File: config.mk
export PLATFORM = sky130hd
export DESIGN_NAME = mlt3_decoder
export DESIGN_NICKNAME = d
export VERILOG_FILES = /design/src/rtl/mlt3_decoder.sv
export SDC_FILE = /design/constraint.sdc
export NUM_CORES = 1
export LEC_CHECK = 0
export ABC_CLOCK_PERIOD_IN_PS = 1700
export CORE_MARGIN = 2
export CORE_UTILIZATION = 40
export CTS_CLUSTER_SIZE = 24
export DETAILED_ROUTE_END_ITERATION = 7
export DONT_BUFFER_PORTS = 1
export HOLD_SLACK_MARGIN = 0.06
export SLEW_MARGIN = 30
export SYNTH_ARGS = -nofsm -noshare
export SYNTH_HDL_FRONTEND = slang
export SYNTH_SLANG_ARGS = --single-unit
File: constraint.sdc
create_clock -name clk -period 1.7 [get_ports clk]
set_input_delay 0.255 -clock clk [delete_from_list [all_inputs] [get_ports clk]]
set_output_delay 0.255 -clock clk [all_outputs]
set_load 0.01 [all_outputs]
File: src/rtl/mlt3_decoder.sv
// MLT-3 receive decoder: recovers the serial bit stream from 2-bit line
// symbols, flags level-ordering violations with a saturating counter, and
// deserializes the recovered bits LSB-first into WIDTH-bit words.
module mlt3_decoder #(
    parameter int WIDTH = 8,
    parameter int ERR_W = 8
) (
    input  logic             clk,
    input  logic             rst_n,
    input  logic             en,
    input  logic [1:0]       sym,
    input  logic             align,
    input  logic             err_clr,
    output logic             bit_out,
    output logic             bit_valid,
    output logic [WIDTH-1:0] dout,
    output logic             dout_valid,
    output logic             err,
    output logic [ERR_W-1:0] err_cnt
);

    localparam int CNT_W = (WIDTH > 1) ? $clog2(WIDTH) : 1;
    localparam logic [CNT_W-1:0] LAST_IDX = CNT_W'(WIDTH - 1);
    localparam logic [CNT_W-1:0] CNT_ONE  = CNT_W'(1);
    localparam logic [ERR_W-1:0] ERR_MAX  = {ERR_W{1'b1}};
    localparam logic [ERR_W-1:0] ERR_ONE  = ERR_W'(1);

    localparam logic [1:0] SYM_ZERO = 2'b00;
    localparam logic [1:0] SYM_NEG  = 2'b01;
    localparam logic [1:0] SYM_ILL  = 2'b11;

    logic [1:0]       prev_sym_r;
    logic [1:0]       last_nz_r;
    logic [CNT_W-1:0] bit_cnt_r;
    logic [WIDTH-1:0] shift_r;

    logic             bit_s;
    logic             viol_s;
    logic             accept_s;
    logic [WIDTH-1:0] word_s;

    // Classify the incoming symbol against the previous level and the last
    // nonzero level to recover the bit and detect ordering violations.
    always_comb begin
        bit_s    = 1'b0;
        viol_s   = 1'b0;
        accept_s = 1'b1;
        if (sym == SYM_ILL) begin
            // Not a line level at all: report it and keep the old context.
            bit_s    = 1'b0;
            viol_s   = 1'b1;
            accept_s = 1'b0;
        end else if (sym == prev_sym_r) begin
            bit_s  = 1'b0;
            viol_s = 1'b0;
        end else if (sym == SYM_ZERO) begin
            // Returning to zero from either rail is always legal.
            bit_s  = 1'b1;
            viol_s = 1'b0;
        end else if (prev_sym_r == SYM_ZERO) begin
            // Leaving zero must go to the rail opposite the last one visited.
            bit_s  = 1'b1;
            viol_s = (sym == last_nz_r);
        end else begin
            // Direct rail-to-rail jump skips the zero level.
            bit_s  = 1'b1;
            viol_s = 1'b1;
        end
    end

    // Partial word with the current bit inserted at its position.
    always_comb begin
        word_s            = shift_r;
        word_s[bit_cnt_r] = bit_s;
    end

    // Line-state tracking and per-symbol bit/error strobes.
    always_ff @(posedge clk or negedge rst_n) begin
        if (!rst_n) begin
            prev_sym_r <= SYM_ZERO;
            last_nz_r  <= SYM_NEG;
            bit_out    <= 1'b0;
            bit_valid  <= 1'b0;
            err        <= 1'b0;
        end else if (en) begin
            bit_out   <= bit_s;
            bit_valid <= 1'b1;
            err       <= viol_s;
            if (accept_s) begin
                prev_sym_r <= sym;
                if (sym != SYM_ZERO) begin
                    last_nz_r <= sym;
                end else begin
                    last_nz_r <= last_nz_r;
                end
            end else begin
                prev_sym_r <= prev_sym_r;
                last_nz_r  <= last_nz_r;
            end
        end else begin
            bit_out   <= bit_out;
            bit_valid <= 1'b0;
            err       <= 1'b0;
        end
    end

    // Saturating violation counter; a clear request beats a same-cycle increment.
    always_ff @(posedge clk or negedge rst_n) begin
        if (!rst_n) begin
            err_cnt <= '0;
        end else if (err_clr) begin
            err_cnt <= '0;
        end else if (en && viol_s && (err_cnt != ERR_MAX)) begin
            err_cnt <= err_cnt + ERR_ONE;
        end else begin
            err_cnt <= err_cnt;
        end
    end

    // LSB-first deserializer with word-alignment restart.
    always_ff @(posedge clk or negedge rst_n) begin
        if (!rst_n) begin
            bit_cnt_r  <= '0;
            shift_r    <= '0;
            dout       <= '0;
            dout_valid <= 1'b0;
        end else if (align) begin
            bit_cnt_r  <= '0;
            shift_r    <= '0;
            dout_valid <= 1'b0;
        end else if (en) begin
            if (bit_cnt_r == LAST_IDX) begin
                dout       <= word_s;
                dout_valid <= 1'b1;
                bit_cnt_r  <= '0;
                shift_r    <= '0;
            end else begin
                shift_r    <= word_s;
                bit_cnt_r  <= bit_cnt_r + CNT_ONE;
                dout_valid <= 1'b0;
            end
        end else begin
            dout_valid <= 1'b0;
        end
    end

endmodule

# [Word-level counts from Yosys, hierarchy flattened]
# Cells that the tools add are included.
[totals] reg_bits=35 input_bits=7 out_inout_bits=20 word_cells=54
[op_classes] n_addsub=2 n_lt_le_gt_ge=2 eq_ne=5 mux=22 n_bitwise=2 reduce_logical=11
[op_table] cell="$mux 8" count=5
[op_table] cell="$mux 1" count=12
[op_table] cell="$mux 3" count=3
[op_table] cell="$add 8x1->8 const B" count=1
[op_table] cell="$bwmux 8" count=1
[op_table] cell="$ne 8x8->1 const B" count=1
[op_table] cell="$reduce_and 3->1" count=2
[op_table] cell="$reduce_bool 2->1" count=3
[op_table] cell="$eq 2x2->1" count=2
[op_table] cell="$logic_not 2->1" count=2
[op_table] cell="$lt 3x4->1 const B" count=1
[op_table] cell="$add 3x1->3 const B" count=1
[op_table] cell="$demux 1 s3" count=1
[op_table] cell="$eq 3x3->1 const B" count=1
[op_table] cell="$ge 3x1->1 const B" count=1
[op_table] cell="$logic_and 1x1->1" count=3
[op_table] cell="$eq 2x2->1 const B" count=1
[op_table] cell="$not 1->1" count=2
[op_table] cell="$reduce_and 2->1" count=1

# [Logic depth before layout (Yosys ltp)]
# Gate-level depths: netlist of the first run.
[logic_depth] word_depth=9 mapped_depth=6 mapped_depth_nobuf=5

# [Worst setup path after synthesis of the first run]
# OpenSTA, ideal clock, no wires.
[synth_timing] path_kind="register -> register" from="reg last_nz_r[0]" to="reg err_cnt[7]" setup_ps=125 arrival_time_ps=1577 t_required_ps=1575 path_slack_ps=-2 path_stages_with_launch=6 path_buffers=0 synth_period_minus_slack_ps=1702 path_cell_list="dfstp_2 > nor3b_2 > o311ai_2 > a2bb2oi_4 > nor3b_2 > mux2_4"
[synth_via] elab_chain_len=8
[synth_rtl] element="start, declared" line="33" rtl="logic [1:0] last_nz_r;"
[synth_rtl] element="start signal, assigned" line="92" rtl="last_nz_r <= sym;"
[synth_rtl] element="start signal, assigned" line="94" rtl="last_nz_r <= last_nz_r;"
[synth_rtl] element="start signal, assigned" line="98" rtl="last_nz_r <= last_nz_r;"
[synth_rtl] element="$eq 2x2->1" line="63" rtl="viol_s = (sym == last_nz_r);"
[synth_rtl] element="$mux 1" line="60" rtl="end else if (prev_sym_r == SYM_ZERO) begin"
[synth_rtl] element="$mux 1" line="56" rtl="end else if (sym == SYM_ZERO) begin"
[synth_rtl] element="$mux 1" line="53" rtl="end else if (sym == prev_sym_r) begin"
[synth_rtl] element="$mux 1" line="48" rtl="if (sym == SYM_ILL) begin"
[synth_rtl] element="$logic_and 1x1->1 (2 in series)" line="113" rtl="end else if (en && viol_s && (err_cnt != ERR_MAX)) begin"
[synth_rtl] element="$reduce_bool 2->1 (no line)"
[synth_rtl] element="end signal, assigned" line="114" rtl="err_cnt <= err_cnt + ERR_ONE;"
[synth_rtl] element="end signal, assigned" line="116" rtl="err_cnt <= err_cnt;"
[synth_rtl] element="end, declared" line="19" rtl="output logic [ERR_W-1:0] err_cnt"
# No other way between the ends.
# A chain may end at the register's enable or synchronous reset.

# [Worst setup path after layout of the first run]
# Same ends and word-level chain as after synthesis.

==> summary.md, run 1 <==
| Metric | Value |
|---|---|
| Status | finished with violations |
| Failing checks | setup timing |
| Top_reg_cell synth | dfrtp_1 |
| IO Port Bufs | 0 |
| # diodes | 0 |
| Peak supply drop | 0.0004296 V |
| Slew @ Worst Pin | 0.4248 ns |
| Unique masters post-synth | 40 |
| Critical Path RT | 1.88 ns |
| CP max FO | 5 |
| Seq pwr share | 0.516 |
| Asr flop ratio synth | 1.000 |
| Syn Nets | 194 |
| Clk slew on worst S/H paths | 0.07 ns |
| Mapped Cells | 184 |
| DP HPWL | 2690 um |
| Vias in the first global route | 1,448 |
| CP max stage cell | dfstp_2 |
| DR iter-0 viols | 76 |
| Switch Pwr | 473.9 uW |
| Via Count | 1,442 |
| Placed cells | 241 |
| Die footprint | 0.005097 sq mm |
| RSZ-0062 raised after global routing | true |
| Final Hold Viols | 0 |
| Achievable Freq | 0.5830 GHz |
| Clock share of power | 0.344 |
| Clk_skew | 0.003968 ns |
| WL per Instance | 15.81 um |
| Min-delay src | align |
| Total track usage | 0.1723 |
| Initial Utilization | 0.4172 |
| Crit Path Category | reg -> reg |
| Int Pwr | 1268 uW |
| Critical Path Most Common Cell | nor3b_4 |
| Gate power share | 0.140 |
| TritonCTS Buffers | 5 |
| CP max stage delay | 0.54 ns |
| Worst rel slew slack | 0.7162 |
| Critical path startpoint | last_nz_r[0]$_DFFE_PN1P_ |
| Yosys warns | 0 |
| Pwr Density | 801.0 mW/mm^2 |
| Mapped Avg Cell Area | 9.874 sq um |
| Setup crit start kind | flip-flop |
| Top post-synthesis cells by area | dfrtp_1, mux2i_1, o21ai_0 |
| Hold path cells | 1 |
| Final ANT Viol Nets | 0 |
| CP endpoint kind | flip-flop |
| Number of enable flip-flop cells after synthesis | 0 |
| Fillers | 387 |
| Switching Share | 0.2721 |
| Crit path DAT | 1.89 ns |
| Crit. path cell count | 5 |
| Post-layout util | 0.4994 |
| CP delay by family, top | flip-flops |
| Commonest cells in the netlist | dfrtp_1, nor2_1, nand2_1, o21ai_0, mux2i_1 |
| Non-filler cells, final | 258 |
| DIE HEIGHT | 71.40 um |
| Rows | 24 |
| Critical path, cell by cell | nor3b_4 -> o311ai_4 -> a2bb2oi_4 -> nor3b_4 -> mux2_4 |
| Routability cong. | 0.8627 |
| RR Endpoint | err_cnt[7]$_DFFE_PN0P_ |
| # DRC | 0 |
| Drt via density | 5.589 |
| Final Slew Violations | 0 |
| R2R depth | 5 |
| Yosys top cell area share | 0.4683 |
| Flop2flop setup slack | -0.02 ns |
| CTS tree | built |
| Drt total wl | 4079 um |
| Cell area after synthesis | 0.001817 sq mm |
| IO Count | 27 |
| Final WS setup | -0.01519 ns |
| Layout cells sized above 1 | 0.1990 |
| Most common cell in the netlist | dfrtp_1 |
| Register area share after synthesis | 0.4828 |
| Die extent in x | 71.40 um |
| Worst hold endpoint | shift_r[1]$_DFFE_PN0P_ |
| Flops & latches, synth | 35 |
| Largest area contributor in the netlist | dfrtp_1 |
| Initial antenna violation count | 0 |
| First-pass GRT wire length | 6920 um |
| Total gr overflow | 0 |
| Final setup fails | 1 |
| CTS sink count | 35 |
| Placeable Area | 0.004354 sq mm |
| CTS Buffer Depth | 2 |
| Crit share post-route | 1.009 |
| Worst Path Buf+Inv | 0 |
| Initial DRT Pass Iterations | 4 |
| Leak | 0.0009741 uW |
| Root Driver | clkbuf_8 |
| Largest net degree at the start of global routing | 36 |
| Total of max-cap violations | 0 |
| H-tree depth | 2 |
| Class of the worst hold path | in -> reg |
| Worst skew pair latency | 0.29 ns |
| Nets | 215 |
| Area Overhead vs Synth | 19.70% |
| Total power | 1742 uW |
| Worst R2R Start | last_nz_r[0]$_DFFE_PN1P_ |
| Fin crit period | 1.715 ns |
routing by layer:
metal / part of all wire / track usage
met1: 0.44 / 0.2177
met2: 0.49 / 0.2726
met3: 0.042 / 0.05345
met4: 0.024 / 0.07547
met5: 0 / 0
worst max-delay path by stage:
stage                                  end  slack, ns
floorplan           err_cnt[7]$_DFFE_PN0P_     -0.002
global placement    err_cnt[7]$_DFFE_PN0P_       0.05
detailed placement  err_cnt[7]$_DFFE_PN0P_      -0.03
CTS                 err_cnt[7]$_DFFE_PN0P_      -0.03
global route        err_cnt[7]$_DFFE_PN0P_      -0.09
finish              err_cnt[7]$_DFFE_PN0P_      -0.02
metrics by stage:
stage | TNS, ns | setup slack [ns] | area, sq um | hold WS [ns]
floorplan | -0.001702 | -0.001702 | 1817 | -0.04059
CTS | -0.03322 | -0.03322 | 2115 | 0.06132
global placement | 0 | 0.05244 | 1954 | -0.03958
finish | -0.01519 | -0.01519 | 2175 | 0.06882
global route | -0.1122 | -0.08763 | 2175 | 0.06098
detailed placement | -0.03205 | -0.03205 | 1954 | -0.03944
cell usage in the layout, fill, tap and decap left out, types with 2 or more instances in the layout:
cell	n
dfrtp_1	32
o21ai_0	17
nand3b_1	10
o22ai_1	2
mux2_4	2
o31ai_1	3
nand2_2	2
a21oi_1	8
a31oi_1	2
nand4b_1	2
nand3_1	3
nor3b_4	2
o41ai_1	2
clkbuf_8	5
dlygate4sd3_1	7
buf_4	17
nor3_1	2
dfrtp_2	2
nand2_1	17
inv_1	8
nor3b_1	3
mux2i_1	12
ha_1	3
nor2_1	19
nand4_1	2
nor2b_1	3
power groups by stage:
stage	Sequential, uW	Combinational, uW	Clock, uW
final	899	245	598
after global routing	904	274	642
after CTS	895	236	609
after detailed placement	911	196	0
after global placement	908	187	0
after floorplan	914	138	0
layout make-up:
class | instances | area, sq um | area share
multi-input combinational | 130 | 897.1 | 0.4125
clock buffer | 6 | 72.57 | 0.03337
tap | 52 | 65.06 | 0.02992
inverter | 8 | 30.03 | 0.01381
timing repair buffer | 25 | 217.7 | 0.1001
clock inverter | 2 | 12.51 | 0.005754
sequential | 35 | 879.6 | 0.4045
timing repair:
item	CTS	global route
setup endpoints to repair	1	13
resized for setup	1	7
endpoints found under the hold margin	49	2
pin swaps	2	3
buffers inserted	0	1
hold buffers	6	2
worst reg2reg max path: cells and delay by family (launching register included):
kind	cells	cell delay, ns
DFF	1	0.54
and+or+nand+nor	2	0.43
AOI/OAI and AO/OA	2	0.32
muxes	1	0.31
cells by family (layout without fill, tap and decap cells):
group / after synthesis / after routing / synth area share
simple gates: 72 / 72 / 0.2197
compound gates: 39 / 39 / 0.1426
flops: 35 / 35 / 0.4828
buf+inv: 19 / 41 / 0.04270
mux: 15 / 15 / 0.08678
fa+ha+maj: 3 / 3 / 0.02066
xor+xnor: 1 / 1 / 0.004822
state kept, by name, indices dropped and copies added, names as in the netlist:
register,cells
dout_valid,1
shift_r,8
prev_sym_r,2
err_cnt,8
bit_out,1
bit_cnt_r,3
dout,8
bit_valid,1
last_nz_r,2
err,1
Power figures use the tool's default switching activity.
==> run 2, diff against run 1 <==
ABC_CLOCK_PERIOD_IN_PS = 1480   (was 1700)
clock period = 1.48 ns   (was 1.7 ns; I/O delays follow)
==> run 2 against run 1 <==
- final cell count rose by 3.5%
- clock skew hardly changed
- critical endpoint unchanged
- first-iteration DRC count fell by 26%
- global-route usage shrank 0.089 points
- the run still ends with setup timing left
- fmax fell by 0.73%
- worst hold slack better by 0.035 ns
==> summary.md, run 2 (synthesis gave the netlist of run 1 again) <==
| Metric | Value |
|---|---|
| Gate power share | 0.170 (+0.030) |
| Seq pwr share | 0.478 (-0.038) |
| CP max stage delay | 0.55 ns (about the same) |
| CP max stage cell | dfstp_2 |
| Int Pwr | 1607 uW (+27%) |
| Final WS setup | -0.2478 ns (-0.2326 ns) |
| CP endpoint kind | flip-flop |
| DR iter-0 viols | 56 (-26%) |
| Final Slew Violations | 0 (unchanged) |
| Initial DRT Pass Iterations | 4 (unchanged) |
| DP HPWL | 2701 um (+0.41%) |
| Switch Pwr | 551.5 uW (+16%) |
| Area Overhead vs Synth | 31.96% |
| Vias in the first global route | 1,441 (-0.48%) |
| Total track usage | 0.1714 (-0.0008913) |
| Via Count | 1,493 (+3.5%) |
| TritonCTS Buffers | 5 (unchanged) |
| Drt via density | 5.592 (about the same) |
| # DRC | 0 (unchanged) |
| DP Area | 0.002019 sq mm (+3.3%) |
| Pwr Density | 900.5 mW/mm^2 (+12%) |
| Die footprint | 0.005097 sq mm (unchanged) |
| Fin crit period | 1.728 ns (+0.01256 ns) |
| Total gr overflow | 0 (unchanged) |
| CTS tree | built |
| # diodes | 0 (unchanged) |
| Leak | 0.001054 uW (+8.2%) |
| Nets | 224 (+4.2%) |
| Root Driver | clkbuf_8 |
| Crit share post-route | 1.167 (+0.1585) |
| Crit Path Category | reg -> reg |
| Clock share of power | 0.352 (+0.008) |
| Final ANT Viol Nets | 0 (unchanged) |
| Failing checks | setup timing |
| Placeable Area | 0.004354 sq mm (unchanged) |
| Layout cells sized above 1 | 0.3256 (+0.1266) |
| Critical Path Most Common Cell | nor3b_4 |
| Total of max-cap violations | 0 (unchanged) |
| Critical path, cell by cell | nor3b_4 -> o311ai_4 -> a2bb2oi_4 -> nor3b_4 -> mux2_4 |
| Initial antenna violation count | 0 (unchanged) |
| Achievable Freq | 0.5788 GHz (-0.73%) |
| DIE HEIGHT | 71.40 um (unchanged) |
| Most frequent cells in the layout | dfrtp_1, nor2_1, nand2_1, buf_4, nand3b_1 |
| Class of the worst hold path | in -> reg |
| CTS Buffer Depth | 2 (unchanged) |
| Slew @ Worst Pin | 0.5419 ns (+0.1170 ns) |
| Largest net degree at the start of global routing | 36 (unchanged) |
| Critical path startpoint | last_nz_r[0]$_DFFE_PN1P_ |
| Clk_skew | 0.004092 ns (+0.0001244 ns) |
| Final setup fails | 11 (+10) |
| Rows | 24 (unchanged) |
| WL per Instance | 16.62 um (+5.1%) |
| Routability cong. | 0.8384 (-2.8%) |
| Worst rel slew slack | 0.6376 (-0.07861) |
| Critical Path RT | 1.65 ns (-0.23 ns) |
| IO Port Bufs | 0 (unchanged) |
| Setup crit start kind | flip-flop |
| Worst skew pair latency | 0.28 ns (about the same) |
| Final Hold Viols | 0 (unchanged) |
| Min-delay src | sym[0] |
| Switching Share | 0.2555 (-0.01657) |
| Die extent in x | 71.40 um (unchanged) |
| Status | finished with violations |
| Commonest non-fill, non-tap cell in the layout | dfrtp_1 |
| Hold path cells | 2 (+1) |
| Worst hold endpoint | last_nz_r[0]$_DFFE_PN1P_ |
| H-tree depth | 2 (unchanged) |
| CP max FO | 4 (-1) |
| Smallest hold slack | 0.1039 ns (+0.03512 ns) |
| R2R depth | 5 (unchanged) |
| Design area | 0.002397 sq mm (+10%) |
| Largest regs | dout (8), err_cnt (8), shift_r (8) |
| RR Endpoint | err_cnt[7]$_DFFE_PN0P_ |
| RSZ-0062 raised after global routing | true |
| Drt total wl | 4438 um (+8.8%) |
| Worst R2R Start | last_nz_r[0]$_DFFE_PN1P_ |
| Peak supply drop | 0.0004137 V (-3.7%) |
| Flop2flop setup slack | -0.25 ns (-0.23 ns) |
| Initial Utilization | 0.4172 (unchanged) |
| IO Count | 27 (unchanged) |
| Clk slew on worst S/H paths | 0.07 ns (about the same) |
| CTS sink count | 35 (unchanged) |
| Crit path DAT | 1.90 ns (about the same) |
| First-pass GRT wire length | 6824 um (-1.4%) |
## run 2: cell count changes in the layout (fill, tap and decap cells not counted), sizes merged
cell         before  now
buf              18   28
clkbuf            6    9
dlygate4sd3       7    5
clkinv            1    0
clkinvlp          1    0
## run 2: cell type report
| class | instances | area (sq um) |
|---|---|---|
| repair buffers | 34 | 337.8 |
| fillers | 386 | 1957 |
| multi-input cells | 130 | 984.7 |
| flip-flops and latches | 35 | 879.6 |
| well taps | 52 | 65.06 |
| inverters | 8 | 30.03 |
| clock buffers | 8 | 100.1 |
## run 2: critical path: cells and delay by family, from the launching register on
| kind | cells | cell delay (ns) |
|---|---|---|
| and+or+nand+nor | 2 | 0.44 |
| AOI/OAI and AO/OA | 2 | 0.31 |
| DFF | 1 | 0.55 |
| muxes | 1 | 0.31 |
## run 2: worst max-delay path by stage
stage                                   endpoint  cells past startpoint
after floorplan           err_cnt[7]$_DFFE_PN0P_                      5
after detailed placement  err_cnt[7]$_DFFE_PN0P_                      5
after global placement    err_cnt[7]$_DFFE_PN0P_                      5
final                     err_cnt[7]$_DFFE_PN0P_                      5
after global routing      err_cnt[7]$_DFFE_PN0P_                      5
after CTS                 err_cnt[7]$_DFFE_PN0P_                      5
## run 2: repair_timing
item,CTS,global route
setup buffers,1,2
endpoints found under the hold margin,53,0
pin swaps,2,13
setup endpoints to repair,15,24
cloned,0,3
hold buffers,6,0
resized for setup,5,43
## run 2: routing by layer
layer | wire length (um) | part of all wire | track usage | vias up
li1 | - | - | - | 704
met1 | 1955 | 0.44 | 0.2240 | 747
met2 | 2247 | 0.51 | 0.2778 | 38
met3 | 200 | 0.045 | 0.04501 | 4
met4 | 34 | 0.0077 | 0.05660 | 0
met5 | 0 | 0 | 0 | -
## run 2: power by group through the flow
stage	registers (uW)	logic, uW	clock network [uW]
after floorplan	1050	158	0
after global placement	1040	237	0
after detailed placement	1040	245	0
after CTS	1020	304	787
after global routing	1040	400	829
final	1030	366	760
## run 2: per-stage QoR
| stage | TNS (ns) | total power (uW) | setup WS, ns | utilization | cells |
|---|---|---|---|---|---|
| after floorplan | -0.4685 | 1208 | -0.2210 | - | 184 |
| after global placement | -0.4494 | 1277 | -0.1604 | 0.4638 | 248 |
| after detailed placement | -0.8931 | 1288 | -0.2196 | 0.4638 | 248 |
| after CTS | -1.278 | 2115 | -0.2280 | 0.5103 | 263 |
| after global routing | -2.519 | 2266 | -0.2902 | 0.5506 | 267 |
| final | -1.430 | 2159 | -0.2478 | 0.5506 | 267 |
